`src/rtl/image_roi_copy.sv`:
```
`default_nettype none
//============================================================================
//  Module   : image_roi_copy
//  Purpose  : Pipelined BRAM-to-BRAM copy engine. Moves a rectangular region
//             of interest from a source frame buffer to a destination frame
//             buffer, one pixel per clock, with independent base addresses
//             and line strides on each side.
//
//  Parameters
//    AW      address width of both BRAM ports and all address/size inputs
//    DW      pixel width
//    RD_LAT  source BRAM read latency in cycles (1..7)
//
//  Ports
//    clk, rst_n        clock, asynchronous active-low reset
//    start             one-cycle launch pulse (honoured only when idle)
//    abort             level, cancels an active copy without a done pulse
//    cfg_src_base      source address of ROI pixel (0,0)
//    cfg_dst_base      destination address of ROI pixel (0,0)
//    cfg_src_stride    source words per line
//    cfg_dst_stride    destination words per line
//    cfg_w, cfg_h      ROI width / height
//    src_addr, src_en  source read port
//    src_data          source read data, valid RD_LAT cycles after src_en
//    dst_addr, dst_data, dst_en, dst_we   destination write port
//    busy              high from the cycle after an accepted start
//    done              one-cycle completion pulse
//
//  Optional build macro
//    ROI_THRESHOLD_EN  adds cfg_thr_en / cfg_thr inputs; when enabled the
//                      written pixel is binarised against cfg_thr.
//
//  Revision : 1.0  initial release
//============================================================================
module image_roi_copy #(
  parameter int AW     = 16,
  parameter int DW     = 4,
  parameter int RD_LAT = 2
) (
  input  logic          clk,
  input  logic          rst_n,
  input  logic          start,
  input  logic          abort,
  input  logic [AW-1:0] cfg_src_base,
  input  logic [AW-1:0] cfg_dst_base,
  input  logic [AW-1:0] cfg_src_stride,
  input  logic [AW-1:0] cfg_dst_stride,
  input  logic [AW-1:0] cfg_w,
  input  logic [AW-1:0] cfg_h,
`ifdef ROI_THRESHOLD_EN
  input  logic          cfg_thr_en,
  input  logic [DW-1:0] cfg_thr,
`endif
  output logic [AW-1:0] src_addr,
  output logic          src_en,
  input  logic [DW-1:0] src_data,
  output logic [AW-1:0] dst_addr,
  output logic [DW-1:0] dst_data,
  output logic          dst_en,
  output logic          dst_we,
  output logic          busy,
  output logic          done
);

  localparam logic [AW-1:0] c_one = {{(AW-1){1'b0}}, 1'b1};

  typedef enum logic [1:0] {
    S_IDLE  = 2'd0,
    S_RUN   = 2'd1,
    S_DRAIN = 2'd2
  } state_t;

  state_t r_state;
  state_t w_state_nxt;

  // Configuration captured at launch; later cfg changes are not seen.
  logic [AW-1:0] r_w;
  logic [AW-1:0] r_h;
  logic [AW-1:0] r_src_stride;
  logic [AW-1:0] r_dst_stride;

  // Raster position of the read currently presented on src_addr, plus the
  // line bases and the destination address that belongs to that read.
  logic [AW-1:0] r_x;
  logic [AW-1:0] r_y;
  logic [AW-1:0] r_src_line;
  logic [AW-1:0] r_dst_line;
  logic [AW-1:0] r_dst_cur;

  // Valid / destination-address pipe matching the BRAM read latency.
  logic [RD_LAT-1:0] r_vld;
  logic [AW-1:0]     r_apipe [RD_LAT];

  logic [DW-1:0] w_pix;
  logic          w_launch;
  logic          w_empty_done;
  logic          w_line_end;
  logic          w_last_rd;
  logic          w_finish;
  logic          w_issue;
  logic          w_kill;

`ifdef ROI_THRESHOLD_EN
  logic          r_thr_en;
  logic [DW-1:0] r_thr;
`endif

  //--------------------------------------------------------------------------
  // Next-state logic
  //--------------------------------------------------------------------------
  always_comb begin
    w_state_nxt  = r_state;
    w_launch     = 1'b0;
    w_empty_done = 1'b0;
    w_last_rd    = 1'b0;
    w_finish     = 1'b0;
    w_line_end   = (r_x == (r_w - c_one));

    case (r_state)
      S_IDLE: begin
        // abort has priority over a coincident start
        if (start && !abort) begin
          if ((cfg_w != '0) && (cfg_h != '0)) begin
            w_state_nxt = S_RUN;
            w_launch    = 1'b1;
          end else begin
            // empty ROI: acknowledge immediately, touch no memory
            w_empty_done = 1'b1;
          end
        end
      end

      S_RUN: begin
        if (abort) begin
          w_state_nxt = S_IDLE;
        end else if (w_line_end && (r_y == (r_h - c_one))) begin
          // the read on src_addr this cycle is the final (w-1, h-1) pixel
          w_state_nxt = S_DRAIN;
          w_last_rd   = 1'b1;
        end
      end

      S_DRAIN: begin
        if (abort) begin
          w_state_nxt = S_IDLE;
        end else if (~|r_vld) begin
          // pipe empty: the last write is on the destination port right now,
          // so done lands in the cycle after it
          w_state_nxt = S_IDLE;
          w_finish    = 1'b1;
        end
      end

      default: w_state_nxt = S_IDLE;
    endcase
  end

  // Another read follows the current one only if we stay in RUN.
  assign w_issue = (r_state == S_RUN) && (w_state_nxt == S_RUN);
  assign w_kill  = abort && (r_state != S_IDLE);

  //--------------------------------------------------------------------------
  // State register
  //--------------------------------------------------------------------------
  always_ff @(posedge clk or negedge rst_n) begin
    if (!rst_n) begin
      r_state <= S_IDLE;
    end else begin
      r_state <= w_state_nxt;
    end
  end

  //--------------------------------------------------------------------------
  // Read-side address generation and status outputs
  //--------------------------------------------------------------------------
  always_ff @(posedge clk or negedge rst_n) begin
    if (!rst_n) begin
      src_en       <= 1'b0;
      src_addr     <= '0;
      busy         <= 1'b0;
      done         <= 1'b0;
      r_w          <= '0;
      r_h          <= '0;
      r_src_stride <= '0;
      r_dst_stride <= '0;
      r_x          <= '0;
      r_y          <= '0;
      r_src_line   <= '0;
      r_dst_line   <= '0;
      r_dst_cur    <= '0;
`ifdef ROI_THRESHOLD_EN
      r_thr_en     <= 1'b0;
      r_thr        <= '0;
`endif
    end else begin
      src_en <= w_launch | w_issue;
      busy   <= (w_state_nxt != S_IDLE);
      done   <= w_empty_done | w_finish;

      if (w_launch) begin
        r_w          <= cfg_w;
        r_h          <= cfg_h;
        r_src_stride <= cfg_src_stride;
        r_dst_stride <= cfg_dst_stride;
        r_x          <= '0;
        r_y          <= '0;
        r_src_line   <= cfg_src_base;
        r_dst_line   <= cfg_dst_base;
        r_dst_cur    <= cfg_dst_base;
        src_addr     <= cfg_src_base;
`ifdef ROI_THRESHOLD_EN
        r_thr_en     <= cfg_thr_en;
        r_thr        <= cfg_thr;
`endif
      end else if (w_issue) begin
        if (w_line_end) begin
          // line change costs no cycle: jump straight to the next line base
          r_x        <= '0;
          r_y        <= r_y + c_one;
          r_src_line <= r_src_line + r_src_stride;
          r_dst_line <= r_dst_line + r_dst_stride;
          src_addr   <= r_src_line + r_src_stride;
          r_dst_cur  <= r_dst_line + r_dst_stride;
        end else begin
          r_x        <= r_x + c_one;
          src_addr   <= src_addr + c_one;
          r_dst_cur  <= r_dst_cur + c_one;
        end
      end
    end
  end

  //--------------------------------------------------------------------------
  // Write data path (optional binarisation, no extra latency)
  //--------------------------------------------------------------------------
  always_comb begin
    w_pix = src_data;
`ifdef ROI_THRESHOLD_EN
    if (r_thr_en) begin
      w_pix = (src_data >= r_thr) ? {DW{1'b1}} : {DW{1'b0}};
    end
`endif
  end

  //--------------------------------------------------------------------------
  // Latency pipe and destination port. Stage RD_LAT-1 is valid in the cycle
  // the BRAM presents data, so the write is registered one cycle later.
  //--------------------------------------------------------------------------
  always_ff @(posedge clk or negedge rst_n) begin
    if (!rst_n) begin
      r_vld    <= '0;
      for (int i = 0; i < RD_LAT; i++) begin
        r_apipe[i] <= '0;
      end
      dst_en   <= 1'b0;
      dst_we   <= 1'b0;
      dst_addr <= '0;
      dst_data <= '0;
    end else if (w_kill) begin
      // in-flight reads are dropped, never written
      r_vld  <= '0;
      dst_en <= 1'b0;
      dst_we <= 1'b0;
    end else begin
      r_vld[0]   <= src_en;
      r_apipe[0] <= r_dst_cur;
      for (int i = 1; i < RD_LAT; i++) begin
        r_vld[i]   <= r_vld[i-1];
        r_apipe[i] <= r_apipe[i-1];
      end
      dst_en <= r_vld[RD_LAT-1];
      dst_we <= r_vld[RD_LAT-1];
      if (r_vld[RD_LAT-1]) begin
        dst_addr <= r_apipe[RD_LAT-1];
        dst_data <= w_pix;
      end
    end
  end

endmodule
`default_nettype wire

```
`config.mk`:
```
export PLATFORM = sky130hd
export DESIGN_NAME = image_roi_copy
export DESIGN_NICKNAME = d
export VERILOG_FILES = /design/src/rtl/image_roi_copy.sv
export SDC_FILE = /design/constraint.sdc
export NUM_CORES = 1
export LEC_CHECK = 0
export CAP_MARGIN = 25
export CORE_MARGIN = 5
export CORE_UTILIZATION = 50
export CTS_BUF_LIST = sky130_fd_sc_hd__clkbuf_8
export CTS_CLUSTER_DIAMETER = 80
export CTS_CLUSTER_SIZE = 8
export DETAILED_ROUTE_END_ITERATION = 8
export HOLD_SLACK_MARGIN = 0.08
export PLACE_DENSITY = 0.84
export SYNTH_ARGS = -nofsm -noshare
export SYNTH_HDL_FRONTEND = slang
export SYNTH_SLANG_ARGS = --single-unit
```
`constraint.sdc`:
```
create_clock -name clk -period 3.69 [get_ports clk]
set_clock_uncertainty 0.15 [all_clocks]
set_input_delay 0.738 -clock clk [delete_from_list [all_inputs] [get_ports clk]]
set_output_delay 0.738 -clock clk [all_outputs]
set_load 0.02 [all_outputs]
```
==> reports/qor.yml, run 1 <==
async_reset_ff_share_pct: 100.0
nets: 1687
portBuffers: 144
dieWidth_microns: 167.4
rr_worst_depth: 10
synth_top_cell_by_area: "dfrtp_1"
hpwl_microns: 24300
area_delta_synth_final_pct: 21.12
clockBufferDepth: 3
setup_tns_ns: 0
final_cell_mix: "287 x nand2_1, 220 x dfrtp_1, 143 x clkdlybuf4s50_1"
crit_end: "r_dst_line[15]$_DFFE_PN0P_"
leakage_nw: 6.528
core_area_sq_um: 24390
worstPathArrival_ns: 3.81
syn_inst: 1378
synth_top_area_share_pct: 44.44
rrSetupSlack_ns: 0.18
drtIter0Drc: 799
die_h_microns: 167.4
max_cap_viol_count: 0
fillers: 2052
avgSynthCellArea_sq_um: 8.991
synth_flop_cell: "dfrtp_1"
required_ns: 4.00
ys_ff_latch: 220
worstReg2RegStart: "r_dst_line[1]$_DFFE_PN0P_"
final_common_cell: "nand2_1"
root_buffer: "clkbuf_8"
cp_max_fo: 3
num_antenna_cells: 0
place_congestion: 0.9064
setup_viol: 0
maxSlewViolCount: 0
fin_crit_ns: 3.509
dr.pass1.iters: 5
cts_tree: "done"
status: "finished clean"
die-area_sq_um: 28030
ios: 145
grt-ovfl-total: 0
viasPerCell: 5.852
core.rowCount: 57
regToRegEndpoint: "r_dst_line[15]$_DFFE_PN0P_"
fmax_mhz: 285.0
relSlewSlack_pct: 47.48
grt_max_degree: 101
yosysWarnings: 0
startpoint: "r_dst_line[1]$_DFFE_PN0P_"
cts_setup_buffers: 0
clkTransAtPathRegs_ns: 0.07
peakVddDrop_mv: 0.3422
rsz0062_at_grt: "no"
track_usage_pct: 23.26
insertion_delay_ns: 0.57
cts_buffers: 31
start_util_pct: 50.80
wl_per_cell_microns: 17.83
crit_path_end_kind: "register"
min_path_type: "in -> async"
fin_crit_sh_pct: 95.10
ys_types: 72
grt_pass1_wl_microns: 54570
critPathKind: "reg -> reg"
htreeDepth: 1
ant_nets: 0
synth.area.top_cells: "dfrtp_1 44%, nand2_1 8.7%, mux2_2 5.0%"
antenna_found_initial: 0
power.density_nw_per_um2: 534.7
seq_area_frac_synth_pct: 44.44
total_power_mw: 8.024
syn-cell-area_sq_um: 12390
drive_gt1_share_pct: 11.20
vias: 10937
drc: 0
synth-edff-count: 0
grt_pass1_vias: 10614
syn-num-nets: 1520
crit_path_start_kind: "register"
tightest_slew_ns: 0.7878
hold_viol: 0
cts_sinks: 220
wl_microns: 33320
==> critical path, cell delays in order (launching register included) <==
cell and delay (ns):
dfrtp_1 0.42, ha_1 0.31, a211o_1 0.34, a211oi_1 0.36
o31ai_1 0.20, o41a_1 0.38, a41o_1 0.28, o41ai_2 0.25
xnor2_1 0.28, o21ai_0 0.14, a221o_1 0.30
==> through the flow <==
step	util, %	hold WS, ns	cells	area, sq um	worst slack, ns
final	61.52	0.06167	1869	15010	0.1807
after global routing	61.52	0.09631	1869	15010	0.02859
after CTS	61.46	0.08445	1869	14990	0.09692
after detailed placement	59.56	0.3234	1836	14530	0.1123
after global placement	59.56	0.3241	1836	14530	0.1908
after floorplan	-	0.2924	1378	12390	0.01158
==> cell usage after synthesis (12+ instances only) <==
cell type and n:
xor2_1 34, nand3_1 39, dfrtp_1 220, nand2_1 287, a31oi_1 30, or3_1 15
a211oi_1 12, nand4_1 15, clkbuf_1 49, o21ai_0 59, ha_1 36, inv_1 29
xnor2_1 53, nor2_1 115, mux2_2 55, and3_1 14, a21oi_1 61, nor4_1 33
nor3_1 35
==> power breakdown <==
| group | total (mW) | internal, mW | switching [mW] |
|---|---|---|---|
| Sequential | 3.40 | 2.92 | 0.480 |
| Clock | 1.67 | 0.814 | 0.858 |
| Combinational | 2.95 | 1.42 | 1.53 |
| Total | 8.02 | 5.15 | 2.87 |
==> timing repair <==
item / in CTS / in global routing
endpoints found under the setup margin: 0 / 13
gates resized for setup: 0 / 3
hold buffers: 0 / 0
endpoints found under the hold margin: 0 / 0
==> kinds of logic (layout without fill, tap and decap cells) <==
kind of cell               after synthesis  after routing  share of synthesized area (%)
AOI/OAI and AO/OA                      264            264                          13.97
xor gates and xnor gates                87             87                          6.150
adders and majority gates               38             38                          3.959
buffers and inverters                   99            266                          3.403
DFF                                    220            220                          44.44
muxes                                   66             66                          5.888
and+or+nand+nor                        604            604                          22.20
==> metal layers <==
layer	global-route usage, %	routed length [microns]	part of all wire, %
met3	3.512	2375	7.1
met5	0	0	0
met2	38.01	15840	48
met4	5.928	673	2.0
met1	32.78	14440	43
==> flip-flops by register name (all words and copies together), names as in the netlist, 2 cells and up <==
register / cells
r_x: 16
r_dst_line: 16
dst_data: 4
r_dst_cur: 16
r_src_stride: 16
r_src_line: 16
r_w: 16
r_apipe: 32
dst_addr: 16
r_h: 16
src_addr: 16
r_state: 2
r_vld: 2
r_dst_stride: 16
r_y: 16
==> final cells by class <==
type / instances / area [sq um] / share of cell area [%]
multi-input combinational: 1059 / 6501 / 43.33
inverter: 30 / 115.1 / 0.7671
clock buffer: 31 / 426.7 / 2.843
tap: 324 / 405.4 / 2.702
clock inverter: 2 / 37.54 / 0.2501
sequential: 220 / 5505 / 36.69
timing repair buffer: 203 / 2014 / 13.42
==> worst min-delay path by stage <==
| stage | cells after the start | endpoint | slack (ns) | from |
|---|---|---|---|---|
| 6_report | 1 | src_addr[5]$_DFFE_PN0P_ | 0.06 | rst_n |
| 5_1_grt | 1 | src_addr[4]$_DFFE_PN0P_ | 0.1 | rst_n |
| 4_1_cts | 1 | r_src_stride[3]$_DFFE_PN0P_ | 0.08 | rst_n |
| 3_5_place_dp | 2 | r_src_stride[8]$_DFFE_PN0P_ | 0.32 | r_src_stride[8]$_DFFE_PN0P_ |
| 3_3_place_gp | 2 | r_dst_stride[6]$_DFFE_PN0P_ | 0.32 | r_dst_stride[6]$_DFFE_PN0P_ |
| 2_1_floorplan | 0 | busy$_DFF_PN0_ | 0.29 | rst_n |
(Power assumes the default switching activity.)
==> inputs of run 2 (changes only) <==
CORE_ASPECT_RATIO = 0.6   (was unset)
RECOVER_POWER = 25   (was unset)
==> run 2 against run 1 <==
Fmax shrank 1.1%. Register-to-register slack lost 0.04 ns. Total power grew 0.81%. Utilization grew 0.70 points. The flow now finishes with violations (max-capacitance violations, max-slew violations). Sequential power is essentially flat. Clock-buffer cell count is the same. Global-route usage grew 1.3 points. Highest routed layer is now met5. Largest power group unchanged. Combinational power grew 2%.
==> reports/qor.yml, run 2 (synthesized netlist as in run 1, its figures left out) <==
ios: 145  # unchanged
fin_crit_ns: 3.548  # +0.03842 ns
drtIter0Drc: 999  # +25%
fin_crit_sh_pct: 96.14  # +1.0 points
grt_pass1_vias: 10932  # +3.0%
ant_nets: 0  # unchanged
num_antenna_cells: 0  # unchanged
wl_per_cell_microns: 18.72  # +5.0%
status: "complete, but fails checks"
area_delta_synth_final_pct: 21.94
hold_viol: 0  # unchanged
fmax_mhz: 281.9  # -1.1%
fin_cells: 1882  # +0.70%
final_common_cell: "nand2_1"
grt-ovfl-total: 0  # unchanged
relSlewSlack_pct: -38.43  # -86 points
htreeDepth: 1  # unchanged
core_area_sq_um: 24280  # -0.46%
drive_gt1_share_pct: 12.12  # +0.92 points
cts_tree: "done"
drc: 0  # unchanged
final_cell_area_sq_um: 15110  # +0.68%
cp_max_fo: 16  # +13
clockBufferDepth: 3  # unchanged
dieWidth_microns: 213.2  # +27%
dr.pass1.iters: 5  # unchanged
total_power_mw: 8.089  # +0.81%
dpl_worst_slack_ns: -0.07473  # -0.1870 ns
insertion_delay_ns: 0.60  # +0.03 ns
peakVddDrop_mv: 0.2823  # -18%
max_cap_viol_count: 2  # +2
core.rowCount: 44  # -23%
critPathKind: "reg -> reg"
power.density_nw_per_um2: 535.5  # +0.14%
tightest_slew_ns: 2.076  # +1.289 ns
cts_sinks: 220  # unchanged
root_buffer: "clkbuf_8"
required_ns: 4.02  # +0.02 ns
placed_cell_area_sq_um: 14590  # +0.41%
start_util_pct: 51.03  # +0.24 points
track_usage_pct: 24.60  # +1.3 points
grt_max_degree: 82  # -19%
worstPathArrival_ns: 3.88  # +0.07 ns
min_path_type: "reg -> reg"
maxSlewViolCount: 115  # +115
final_cell_mix: "287 x nand2_1, 220 x dfrtp_1, 143 x clkdlybuf4s50_1"
violations: "max-capacitance violations, max-slew violations"
crit_path_start_kind: "register"
vias: 11227  # +2.7%
setup_tns_ns: 0  # unchanged
grt_pass1_wl_microns: 56880  # +4.2%
place_congestion: 0.9049  # -0.17%
crit_path_end_kind: "register"
portBuffers: 144  # unchanged
cts_buffers: 31  # unchanged
viasPerCell: 5.965  # +1.9%
antenna_found_initial: 1  # +1
die_h_microns: 131.9  # -21%
wl_microns: 35240  # +5.7%
top_register: "r_apipe"
nets: 1702  # +0.89%
fin_ws_ns: 0.1423  # -0.03842 ns
largest_reg_flops: 32  # unchanged
setup_viol: 0  # unchanged
hpwl_microns: 25920  # +6.7%
dp_cells: 1844  # +0.44%
die-area_sq_um: 28130  # +0.37%
leakage_nw: 6.590  # +0.95%
clkTransAtPathRegs_ns: 0.07  # about the same
-- run 2: final cells by class --
class | count | area, sq um
Fill cell | 2005 | 9171
Multi-Input combinational cell | 1059 | 6520
Sequential cell | 220 | 5505
Timing Repair Buffer | 218 | 2100
Clock buffer | 31 | 426.7
Tap cell | 322 | 402.9
Inverter | 30 | 115.1
Clock inverter | 2 | 37.54
-- run 2: stage by stage --
stage / hold slack [ns] / utilization (%)
floorplan: 0.2924 / -
global placement: 0.3122 / 60.08
detailed placement: 0.3179 / 60.08
CTS: 0.3383 / 62.03
global route: 0.3604 / 62.22
finish: 0.3383 / 62.22
-- run 2: report_power, final --
group / internal (mW) / leakage, nW / switching, mW
clock network: 0.813 / 0.237 / 0.893
registers: 2.92 / 2.70 / 0.456
logic: 1.43 / 3.65 / 1.58
-- run 2: routing by layer --
metal / GRT usage [%] / wire [microns] / share of wire, % / vias up
li1: - / - / - / 5213
met1: 37.48 / 16430 / 47 / 5465
met2: 35.48 / 14850 / 42 / 473
met3: 6.017 / 3064 / 8.7 / 74
met4: 5.824 / 885 / 2.5 / 2
met5: 0 / 13 / 0.037 / -
-- run 2: worst paths after layout --
kind / end / slack, ns / startpoint / cells past startpoint
min in group asynchronous: r_h[12]$_DFFE_PN0P_ / 1.13 / rst_n / 2
worst max-delay path: src_addr[15]$_DFFE_PN0P_ / 0.14 / r_w[0]$_DFFE_PN0P_ / 12
worst max register to register: src_addr[15]$_DFFE_PN0P_ / 0.14 / r_w[0]$_DFFE_PN0P_ / 12
max in group asynchronous: r_x[12]$_DFFE_PN0P_ / 1.00 / rst_n / 3
worst min register to register: r_dst_stride[8]$_DFFE_PN0P_ / 0.34 / r_dst_stride[8]$_DFFE_PN0P_ / 2
worst min-delay path: r_dst_stride[8]$_DFFE_PN0P_ / 0.34 / r_dst_stride[8]$_DFFE_PN0P_ / 2
-- run 2: worst max-delay path: stages, from the launching register on --
cell      delay, ns
dfrtp_1        0.42
inv_1          0.10
ha_2           0.21
nand2b_2       0.13
o311a_1        0.35
o31a_1         0.32
or4b_4         0.57
or3_1          0.47
a21oi_4        0.22
buf_4          0.16
inv_4          0.09
mux2i_1        0.16
o41ai_1        0.09
-- run 2: timing repair --
item	4_1_cts	5_1_grt
hold buffers	1	0
gates resized for setup	0	9
endpoints found under the hold margin	79	0
endpoints found under the setup margin	0	35
buffers inserted	0	4
